### src/rtl/hash_pkg.sv
// Shared types and constants for the message padding datapath.
package hash_pkg;

    localparam int BLOCK_W     = 512;
    localparam int WORD_W      = 32;
    localparam int LEN_W       = 64;
    localparam int WORDS       = BLOCK_W / WORD_W;
    localparam int BLOCK_BYTES = BLOCK_W / 8;
    localparam int LEN_POS     = BLOCK_BYTES - LEN_W / 8;
    localparam logic [7:0] PAD_BYTE = 8'h80;

    typedef enum logic [1:0] {
        COLLECT = 2'd0,
        EMIT    = 2'd1,
        EXTRA   = 2'd2
    } state_t;

    // data_in_bytes encodes 4 as 0
    function automatic logic [2:0] byte_count(input logic [1:0] bytes);
        return (bytes == 2'd0) ? 3'd4 : {1'b0, bytes};
    endfunction

endpackage

### src/rtl/pad_block_gen.sv
// Combinational pad insertion: one byte slice per block byte.
module pad_block_gen
    import hash_pkg::*;
(
    input  logic [BLOCK_W-1:0] blk_in,
    input  logic [6:0]         b,
    input  logic [LEN_W-1:0]   length,
    input  logic               extra,
    output logic [BLOCK_W-1:0] blk_out,
    output logic               need_extra
);

    assign need_extra = !extra && (b >= 7'(LEN_POS));

    for (genvar i = 0; i < BLOCK_BYTES; i++) begin : g_byte
        localparam logic [6:0] IDX = 7'(i);
        logic [7:0] in_byte;
        logic [7:0] len_byte;
        logic [7:0] out_byte;

        assign in_byte = blk_in[BLOCK_W-1-8*i -: 8];

        if (i >= LEN_POS) begin : g_len
            assign len_byte = length[8*(BLOCK_BYTES-1-i) +: 8];
        end else begin : g_nolen
            assign len_byte = 8'h00;
        end

        // Extra block: only the deferred pad byte (when b hit 64) and the length survive
        always_comb begin
            out_byte = 8'h00;
            if (extra) begin
                if (IDX == 7'd0 && b == 7'(BLOCK_BYTES))
                    out_byte = PAD_BYTE;
                else if (IDX >= 7'(LEN_POS))
                    out_byte = len_byte;
            end else if (IDX < b) begin
                out_byte = in_byte;
            end else if (IDX == b) begin
                out_byte = PAD_BYTE;
            end else if (b < 7'(LEN_POS) && IDX >= 7'(LEN_POS)) begin
                out_byte = len_byte;
            end
        end

        assign blk_out[BLOCK_W-1-8*i -: 8] = out_byte;
    end

endmodule

### src/rtl/message_build.sv
// Collects 32-bit message words into 512-bit blocks and appends hash-style padding.
module message_build
    import hash_pkg::*;
(
    input  logic               clk,
    input  logic               nrst,
    input  logic               en,
    input  logic               sync_rst,
    input  logic [WORD_W-1:0]  data_in,
    input  logic [1:0]         data_in_bytes,
    input  logic               data_in_last,
    input  logic               data_in_valid,
    output logic               data_in_ready,
    output logic [BLOCK_W-1:0] data_out,
    output logic               data_out_last,
    output logic               data_out_valid,
    input  logic               data_out_ready
);

    state_t                         state_q, state_d;
    logic [3:0]                     wcnt_q, wcnt_d;
    logic [LEN_W-1:0]               len_q, len_d;
    logic                           extra_q, extra_d;
    logic [6:0]                     last_b_q, last_b_d;
    logic [WORDS-1:0][WORD_W-1:0]   buf_q, buf_d;
    logic [BLOCK_W-1:0]             dout_d;
    logic                           dlast_d, dvalid_d;

    logic [2:0]                     nb;
    logic [WORD_W-1:0]              mask, word_m;
    logic [WORDS-1:0][WORD_W-1:0]   merged;
    logic [6:0]                     b_cur;
    logic [LEN_W-1:0]               len_new;
    logic [BLOCK_W-1:0]             pad_out;
    logic                           need_extra;
    logic                           in_xfer, out_xfer;
    logic                           in_extra;

    assign data_in_ready = en && (state_q == COLLECT);
    assign in_xfer       = data_in_valid && data_in_ready;
    assign out_xfer      = data_out_valid && data_out_ready && en;
    assign in_extra      = (state_q == EXTRA);

    assign nb      = byte_count(data_in_bytes);
    assign mask    = ~({WORD_W{1'b1}} >> {nb, 3'b000});
    assign word_m  = data_in_last ? (data_in & mask) : data_in;
    assign b_cur   = {1'b0, wcnt_q, 2'b00} + {4'b0000, nb};
    assign len_new = len_q + (data_in_last ? {58'd0, nb, 3'b000} : 64'd32);

    // Word 0 sits in the top slot, so slot index is the inverted word count
    always_comb begin
        merged          = buf_q;
        merged[~wcnt_q] = word_m;
    end

    pad_block_gen u_pad (
        .blk_in     (merged),
        .b          (in_extra ? last_b_q : b_cur),
        .length     (in_extra ? len_q : len_new),
        .extra      (in_extra),
        .blk_out    (pad_out),
        .need_extra (need_extra)
    );

    always_comb begin
        state_d  = state_q;
        wcnt_d   = wcnt_q;
        len_d    = len_q;
        extra_d  = extra_q;
        last_b_d = last_b_q;
        buf_d    = buf_q;
        dout_d   = data_out;
        dlast_d  = data_out_last;
        dvalid_d = data_out_valid;
        unique case (state_q)
            COLLECT: begin
                if (in_xfer) begin
                    buf_d = merged;
                    len_d = len_new;
                    if (data_in_last) begin
                        dout_d   = pad_out;
                        dlast_d  = !need_extra;
                        extra_d  = need_extra;
                        last_b_d = b_cur;
                        wcnt_d   = 4'd0;
                        dvalid_d = 1'b1;
                        state_d  = EMIT;
                    end else if (wcnt_q == 4'd15) begin
                        dout_d   = merged;
                        dlast_d  = 1'b0;
                        wcnt_d   = 4'd0;
                        dvalid_d = 1'b1;
                        state_d  = EMIT;
                    end else begin
                        wcnt_d = wcnt_q + 4'd1;
                    end
                end
            end
            EMIT: begin
                if (out_xfer) begin
                    dvalid_d = 1'b0;
                    state_d  = extra_q ? EXTRA : COLLECT;
                    if (data_out_last)
                        len_d = '0;
                end
            end
            EXTRA: begin
                dout_d   = pad_out;
                dlast_d  = 1'b1;
                extra_d  = 1'b0;
                dvalid_d = 1'b1;
                state_d  = EMIT;
            end
            default: state_d = COLLECT;
        endcase
    end

    always_ff @(posedge clk or negedge nrst) begin
        if (!nrst) begin
            state_q        <= COLLECT;
            wcnt_q         <= '0;
            len_q          <= '0;
            extra_q        <= 1'b0;
            last_b_q       <= '0;
            buf_q          <= '0;
            data_out       <= '0;
            data_out_last  <= 1'b0;
            data_out_valid <= 1'b0;
        end else if (sync_rst) begin
            state_q        <= COLLECT;
            wcnt_q         <= '0;
            len_q          <= '0;
            extra_q        <= 1'b0;
            last_b_q       <= '0;
            buf_q          <= '0;
            data_out       <= '0;
            data_out_last  <= 1'b0;
            data_out_valid <= 1'b0;
        end else if (en) begin
            state_q        <= state_d;
            wcnt_q         <= wcnt_d;
            len_q          <= len_d;
            extra_q        <= extra_d;
            last_b_q       <= last_b_d;
            buf_q          <= buf_d;
            data_out       <= dout_d;
            data_out_last  <= dlast_d;
            data_out_valid <= dvalid_d;
        end
    end

endmodule

### config.mk
export PLATFORM = sky130hd
export DESIGN_NAME = message_build
export DESIGN_NICKNAME = d
export VERILOG_FILES = /design/src/rtl/hash_pkg.sv /design/src/rtl/pad_block_gen.sv /design/src/rtl/message_build.sv
export SDC_FILE = /design/constraint.sdc
export NUM_CORES = 2
export LEC_CHECK = 0
export CORE_ASPECT_RATIO = 1.1
export CORE_MARGIN = 4
export CORE_UTILIZATION = 40
export CTS_CLUSTER_DIAMETER = 60
export DETAILED_ROUTE_END_ITERATION = 8
export DONT_BUFFER_PORTS = 1
export SLEW_MARGIN = 25
export SYNTH_ARGS = -nofsm -noshare
export SYNTH_HDL_FRONTEND = slang
export SYNTH_SLANG_ARGS = --single-unit
### constraint.sdc
create_clock -name clk -period 3.6 [get_ports clk]
set_clock_uncertainty 0.1 [all_clocks]
set_input_delay 1.08 -clock clk [delete_from_list [all_inputs] [get_ports clk]]
set_output_delay 1.08 -clock clk [all_outputs]
set_load 0.02 [all_outputs]
# After elaboration in Yosys (flattened, before gate mapping)
# Cells that the tools add are included.
dict set report totals {
  regBits 1104
  elab_cells 458
  input_bits 41
  output_inout_bits 515
}
dict set report op_classes {
  n_reduce_logical 25
  bitwise_logic 3
  eq_ne 72
  add_sub_neg 3
  shifts 1
  muxes 262
  order_cmp 68
}
# cell count
set op_table {}
lappend op_table {{$mux 512} 9}
lappend op_table {{$mux 8} 201}
lappend op_table {{$pmux 512 s2} 1}
lappend op_table {{$bwmux 512} 1}
lappend op_table {{$mux 64} 6}
lappend op_table {{$eq 6x7->1 const A} 32}
lappend op_table {{$lt 6x7->1 const A} 32}
lappend op_table {{$demux 32 s4} 1}
lappend op_table {{$pmux 64 s2} 1}
lappend op_table {{$eq 5x7->1 const A} 16}
lappend op_table {{$lt 5x7->1 const A} 16}
lappend op_table {{$add 64x6->64} 1}
lappend op_table {{$mux 32} 2}
lappend op_table {{$eq 4x7->1 const A} 8}
lappend op_table {{$lt 4x7->1 const A} 8}
lappend op_table {{$mux 7} 6}
lappend op_table {{$and 32x32->32} 1}
lappend op_table {{$not 32->32} 1}
lappend op_table {{$shr 32x6->32 const A} 1}
lappend op_table {{$eq 3x7->1 const A} 4}
lappend op_table {{$lt 3x7->1 const A} 4}
lappend op_table {{$mux 4} 6}
lappend op_table {{$reduce_and 4->1} 4}
lappend op_table {{$mux 1} 15}
lappend op_table {{other kinds (32)} 57}

# Logic depth before layout (Yosys ltp)
dict set report depth {
  ltp_word 14
  depth_mapped 15
  depth_no_buf 13
}

# Cells and area by module
# Synthesis repeated with hierarchy kept, for this count alone.
dict set report unflattened {
  hier_cells 7190
  hier_area_um2 60917.2
}
# mod area_each_um2 seq_area_each_um2 instances cells_per_inst
set modules_own_cells {}
lappend modules_own_cells {message_build 55617.1 27551.4 1 6359}
lappend modules_own_cells {pad_block_gen 5300.1 0.0 1 831}

# Worst setup path before layout
# Ideal clock, no wire load.
dict set report synth_timing {
  path_kind {in2reg}
  startpoint {input data_in_last}
  endpoint {register data_out[63]}
  required_time_ns 3.374
  setup_time_ns 0.126
  t_arrival_ns 4.269
  path_stages 13
  path_slack_ns -0.895
  path_buffers 4
  path_cell_list {clkbuf_1 clkbuf_1 clkbuf_1 nand2_1 fa_1 nor2b_1 nor2_1 or3_1 clkbuf_1 or4b_1 xor2_1 a21oi_1 a221o_1}
}
dict set report synth_between {
  elab_chain_len 12
  elab_cells_between_ends 17
  classes_between {add/sub (1); eq/ne (1); mux (14); reduce/logical (1)}
}
# item line_no
set synth_rtl {}
lappend synth_rtl {{from (decl)} message_build.sv:11} ;# input logic data_in_last,
lappend synth_rtl {{$mux 6} message_build.sv:48} ;# assign len_new = len_q + (data_in_last ? {58'd0, nb, 3'b000} : 64'd32);
lappend synth_rtl {{$add 64x6->64} message_build.sv:48}
lappend synth_rtl {{$mux 64} message_build.sv:59} ;# .length (in_extra ? len_q : len_new),
lappend synth_rtl {{$mux 8} pad_block_gen.sv:41} ;# end else if (b < 7'(LEN_POS) && IDX >= 7'(LEN_POS)) begin
lappend synth_rtl {{$mux 8} pad_block_gen.sv:39} ;# end else if (IDX == b) begin
lappend synth_rtl {{$mux 8} pad_block_gen.sv:37} ;# end else if (IDX < b) begin
lappend synth_rtl {{$mux 8} pad_block_gen.sv:32} ;# if (extra) begin
lappend synth_rtl {{$mux 512} message_build.sv:80} ;# if (data_in_last) begin
lappend synth_rtl {{$mux 512} message_build.sv:77} ;# if (in_xfer) begin
lappend synth_rtl {{$pmux 512 s2} message_build.sv:75} ;# unique case (state_q)
lappend synth_rtl {{$mux 512} message_build.sv:139} ;# end else if (en) begin
lappend synth_rtl {{$mux 512} message_build.sv:129} ;# end else if (sync_rst) begin
lappend synth_rtl {{to (signal assigned)} message_build.sv:146} ;# data_out <= dout_d;
lappend synth_rtl {{to (decl)} message_build.sv:14} ;# output logic [BLOCK_W-1:0] data_out,
# Several ways; a longest one is shown, not always the timed one. The select of a mux whose other input is x is not followed.
# A chain may end at the register's enable or synchronous reset.

# Final worst setup path
dict set report layout_timing {
  startpoint {input data_in_bytes[1]}
  endpoint {register data_out[33]}
}
dict set report layout_between {
  elab_chain_len 14
  elab_cells_between_ends 25
  classes_between {add/sub (2); order compare (2); eq/ne (1); shift (1); mux (16); bitwise (2); reduce/logical (1)}
}
# item line_no
set layout_rtl {}
lappend layout_rtl {{from (decl)} message_build.sv:10} ;# input logic [1:0] data_in_bytes,
lappend layout_rtl {{$logic_not 2->1} hash_pkg.sv:20} ;# return (bytes == 2'd0) ? 3'd4 : {1'b0, bytes};
lappend layout_rtl {{$mux 3 (*)} hash_pkg.sv:20}
lappend layout_rtl {{$mux 6 (tied with other cells)} message_build.sv:48}
lappend layout_rtl {{$add 64x6->64 (tied with other cells)} message_build.sv:48}
lappend layout_rtl {{$mux 64 (tied with other cells)} message_build.sv:59}
lappend layout_rtl {{$mux 8 / $mux 32 (equally long branches)} {pad_block_gen.sv:41, message_build.sv:46}}
lappend layout_rtl {{$mux 8 / $bwmux 512 (equally long branches)} {pad_block_gen.sv:39, message_build.sv:53}}
lappend layout_rtl {{$mux 8} pad_block_gen.sv:37}
lappend layout_rtl {{$mux 8} pad_block_gen.sv:32}
lappend layout_rtl {{$mux 512} message_build.sv:80}
lappend layout_rtl {{$mux 512} message_build.sv:77}
lappend layout_rtl {{$pmux 512 s2 (*)} message_build.sv:75}
lappend layout_rtl {{$mux 512 (*)} message_build.sv:139}
lappend layout_rtl {{$mux 512 (*)} message_build.sv:129}
# Every way passes the cells marked *; elsewhere a longest branch is shown, timed or not. The select of a mux whose other input is x is not followed.

==> impl_metrics.ini <==
[cts]
cts_sinks = 1101
insertion_delay_ps = 790
clk_pin_slew_ps = 60
cts_buffers = 130
h-tree-depth = 4
postCtsSetupBuffers = 0
cts-root-buf = clkbuf_16
cts_tree = built
max-clock-path-buffers = 3

[power_and_ir_drop]
irDropWorstVdd_uv = 506
total_power_mw = 28.4
leakage_nw = 27.0
power_density_nw_per_um2 = 476

[drt]
first_pass_iters = 6
postRouteAntennaNets = 0
drt_wl_total_um = 216000
wl_per_cell_um = 30.0
num_vias = 43945
drt_iter0_markers = 4695
viasPerCell = 6.10
drc_errors = 0

[synth]
async_reset_ff_share_pct = 100
yosys_warnings = 0
ys_top_cells_by_area = dfrtp_1 (55%), a22o_1 (7.6%), o21ai_0 (6.3%)
synth_area_per_cell_um2 = 9.39
netlist.top_cell.by_area = dfrtp_1
synthCells = 5290
synth_top_area_share_pct = 55.4
synth_nets = 5344
synth_commonest_cells = dfrtp_1 (1,101), nand2_1 (788), o21ai_0 (630), nor2_1 (577), a21oi_1 (533)
ys.flop_type = dfrtp_1
synth_area_um2 = 49700
ys_ff_latch = 1101
seq_area_frac_synth_pct = 55.4
synth_cell_types = 76
synth_edf_count = 0
synth_most_common_cell = dfrtp_1

[finish]
fin_nets = 5506
drive_gt1_share_pct = 14.5
fillerInstances = 11630
layout-area-overhead-vs-synth_pct = 20.3
stdcell_count = 7207

[setup_path]
max_stage_delay_ps = 550
rrSetupSlack_ps = 250
critPathBufInv = 7
cp-start-kind = input pin
cp_slowest_cell = o21ai_0
critical_path.most_common_cell = buf_4
cp_data_arrival_time_ps = 3960
cp.required_ps = 4180
path_class = in2reg
critical_path.max_fanout = 5
worstPathCellList = inv_12, ha_4, buf_4, ha_1, ha_1, buf_4, xnor2_1, buf_4, o21ai_0, buf_4, a21oi_1, buf_4, nor3_1, buf_4, nor3_1, a211oi_1
endpoint_kind = flip-flop
rr_worst_depth = 7
critPathTopFamily = buffers and inverters
regToRegEndpoint = data_out[61]
worstReg2RegStart = len_q[29]

[place]
io_buffers = 0
hpwl_um = 150000
dp_slack_ps = -949
place_congestion = 0.961
placedCellCount = 6960

[sta]
fin_crit_sh_pct = 94.0
setup_tns_ps = 0
tightest_slew_ps = 1060
finalCriticalPeriod_ps = 3380
setup_ws_ps = 217
setup_viol = 0
hold_violations = 0
slew_violations = 0
max_slew_margin_pct = 29.0
rsz0062_at_grt = no
max_freq_mhz = 296

[global_routing]
grt_max_degree = 202
antenna_found_initial = 15
grt_util_met2_pct = 50.6
grt_use_met1_pct = 40.8
track_usage_pct = 32.6
met3_usage_pct = 10.2
grt_pass1_wl_um = 309000
busiest_layer = met2
overflow = 0
grt_pass1_vias = 42409

[floorplanning]
core-area_um2 = 123000
row_count = 135
start_util_pct = 40.3
dieWidth_um = 344
dieArea_um2 = 130000
ios = 556
die_y_um = 378

[status]
status = finished clean

[run]
cap_violations = 0

[worst_hold_path]
worst_hold_path_type = in2async
## per-layer routing
metal / part of all wire, % / up-vias
li1: - / 19080
met1: 38 / 22271
met2: 46 / 2076
met3: 9.9 / 508
met4: 6.0 / 10
met5: 0.031 / -
## worst max path at each step
stage	startpoint	endpoint	slack [ps]	depth (start not counted)
after global placement	nrst	data_out[490]	-1560	4
final	data_in_bytes[1]	data_out[33]	220	16
after CTS	data_in_bytes[1]	data_out[202]	180	14
after detailed placement	nrst	data_out[490]	-950	6
after floorplan	data_in_bytes[1]	data_out[63]	-330	14
after global routing	data_in_bytes[1]	data_out[42]	50	15
## cells in the final DEF (no fill, tap or decap), drive strengths merged, types with 12 or more instances in the layout
cell type and count:
a211oi 25, a21o 16, a21oi 533, a221oi 17, a22o 432, a31oi 26
and2 33, and3 20, buf 506, clkbuf 176, clkinv 24, dfrtp 1101
diode 14, ha 12, inv 39, mux2i 129, nand2 788, nand2b 16
nand3 54, nand4 31, nor2 577, nor3 59, nor4 31, o211ai 17
o21ai 652, o31ai 35, or3 17
## worst register-to-register path: stages (launching register included)
cell and delay [ps]:
dfrtp_1 530, nand4_4 180, or4_4 590, or4_1 630
or4_4 620, xnor2_2 150, a2111oi_1 350, a221o_1 170
## cell families (layout without fill, tap and decap cells)
kind of cell	Yosys count	after routing	share of synthesized area (%)
other	0	14	0
muxes	132	132	2.67
adders and majority gates	13	13	0.342
DFF	1101	1101	55.4
AOI/OAI and AO/OA	1852	1852	23.3
buffers and inverters	504	763	3.84
and+or+nand+nor	1669	1669	14.0
xor gates and xnor gates	19	19	0.350
## area by class of cell
class | instances | area (um^2) | share of cell area, %
Antenna cell | 14 | 35.0 | 0.0586
Clock buffer | 175 | 3720 | 6.23
Clock inverter | 54 | 771 | 1.29
Inverter | 25 | 119 | 0.199
Multi-Input combinational cell | 3685 | 20600 | 34.4
Sequential cell | 1101 | 27600 | 46.1
Tap cell | 1644 | 2060 | 3.44
Timing Repair Buffer | 509 | 4920 | 8.24
## through the flow
stage / hold WS, ps / cell area (um^2) / utilization, %
final: 164 / 59800 / 48.5
after global routing: 164 / 59800 / 48.5
after detailed placement: 381 / 55100 / 44.7
after CTS: 155 / 59700 / 48.4
after floorplan: 365 / 49800 / -
after global placement: 382 / 55000 / 44.6
## power by group
group,leakage (nW),internal (mW),switching [mW]
Sequential,15.4,12.4,0.112
Clock,2.20,8.15,5.77
Combinational,9.48,0.512,1.46
Total,27.0,21.1,7.34
## timing repair
action | 4_1_cts | 5_1_grt
gates cloned | 1 | 1
resized for setup | 0 | 1
endpoints found under the hold margin | 7 | 0
endpoints found under the setup margin | 144 | 166
hold buffers | 1 | 0
## flip-flops by register name, indices dropped and copies added (netlist names)
name            count
data_out_valid      1
data_out_last       1
last_b_q            7
len_q              61
data_out          512
buf_q             512
state_q             2
extra_q             1
wcnt_q              4
Power figures use the tool's default switching activity.
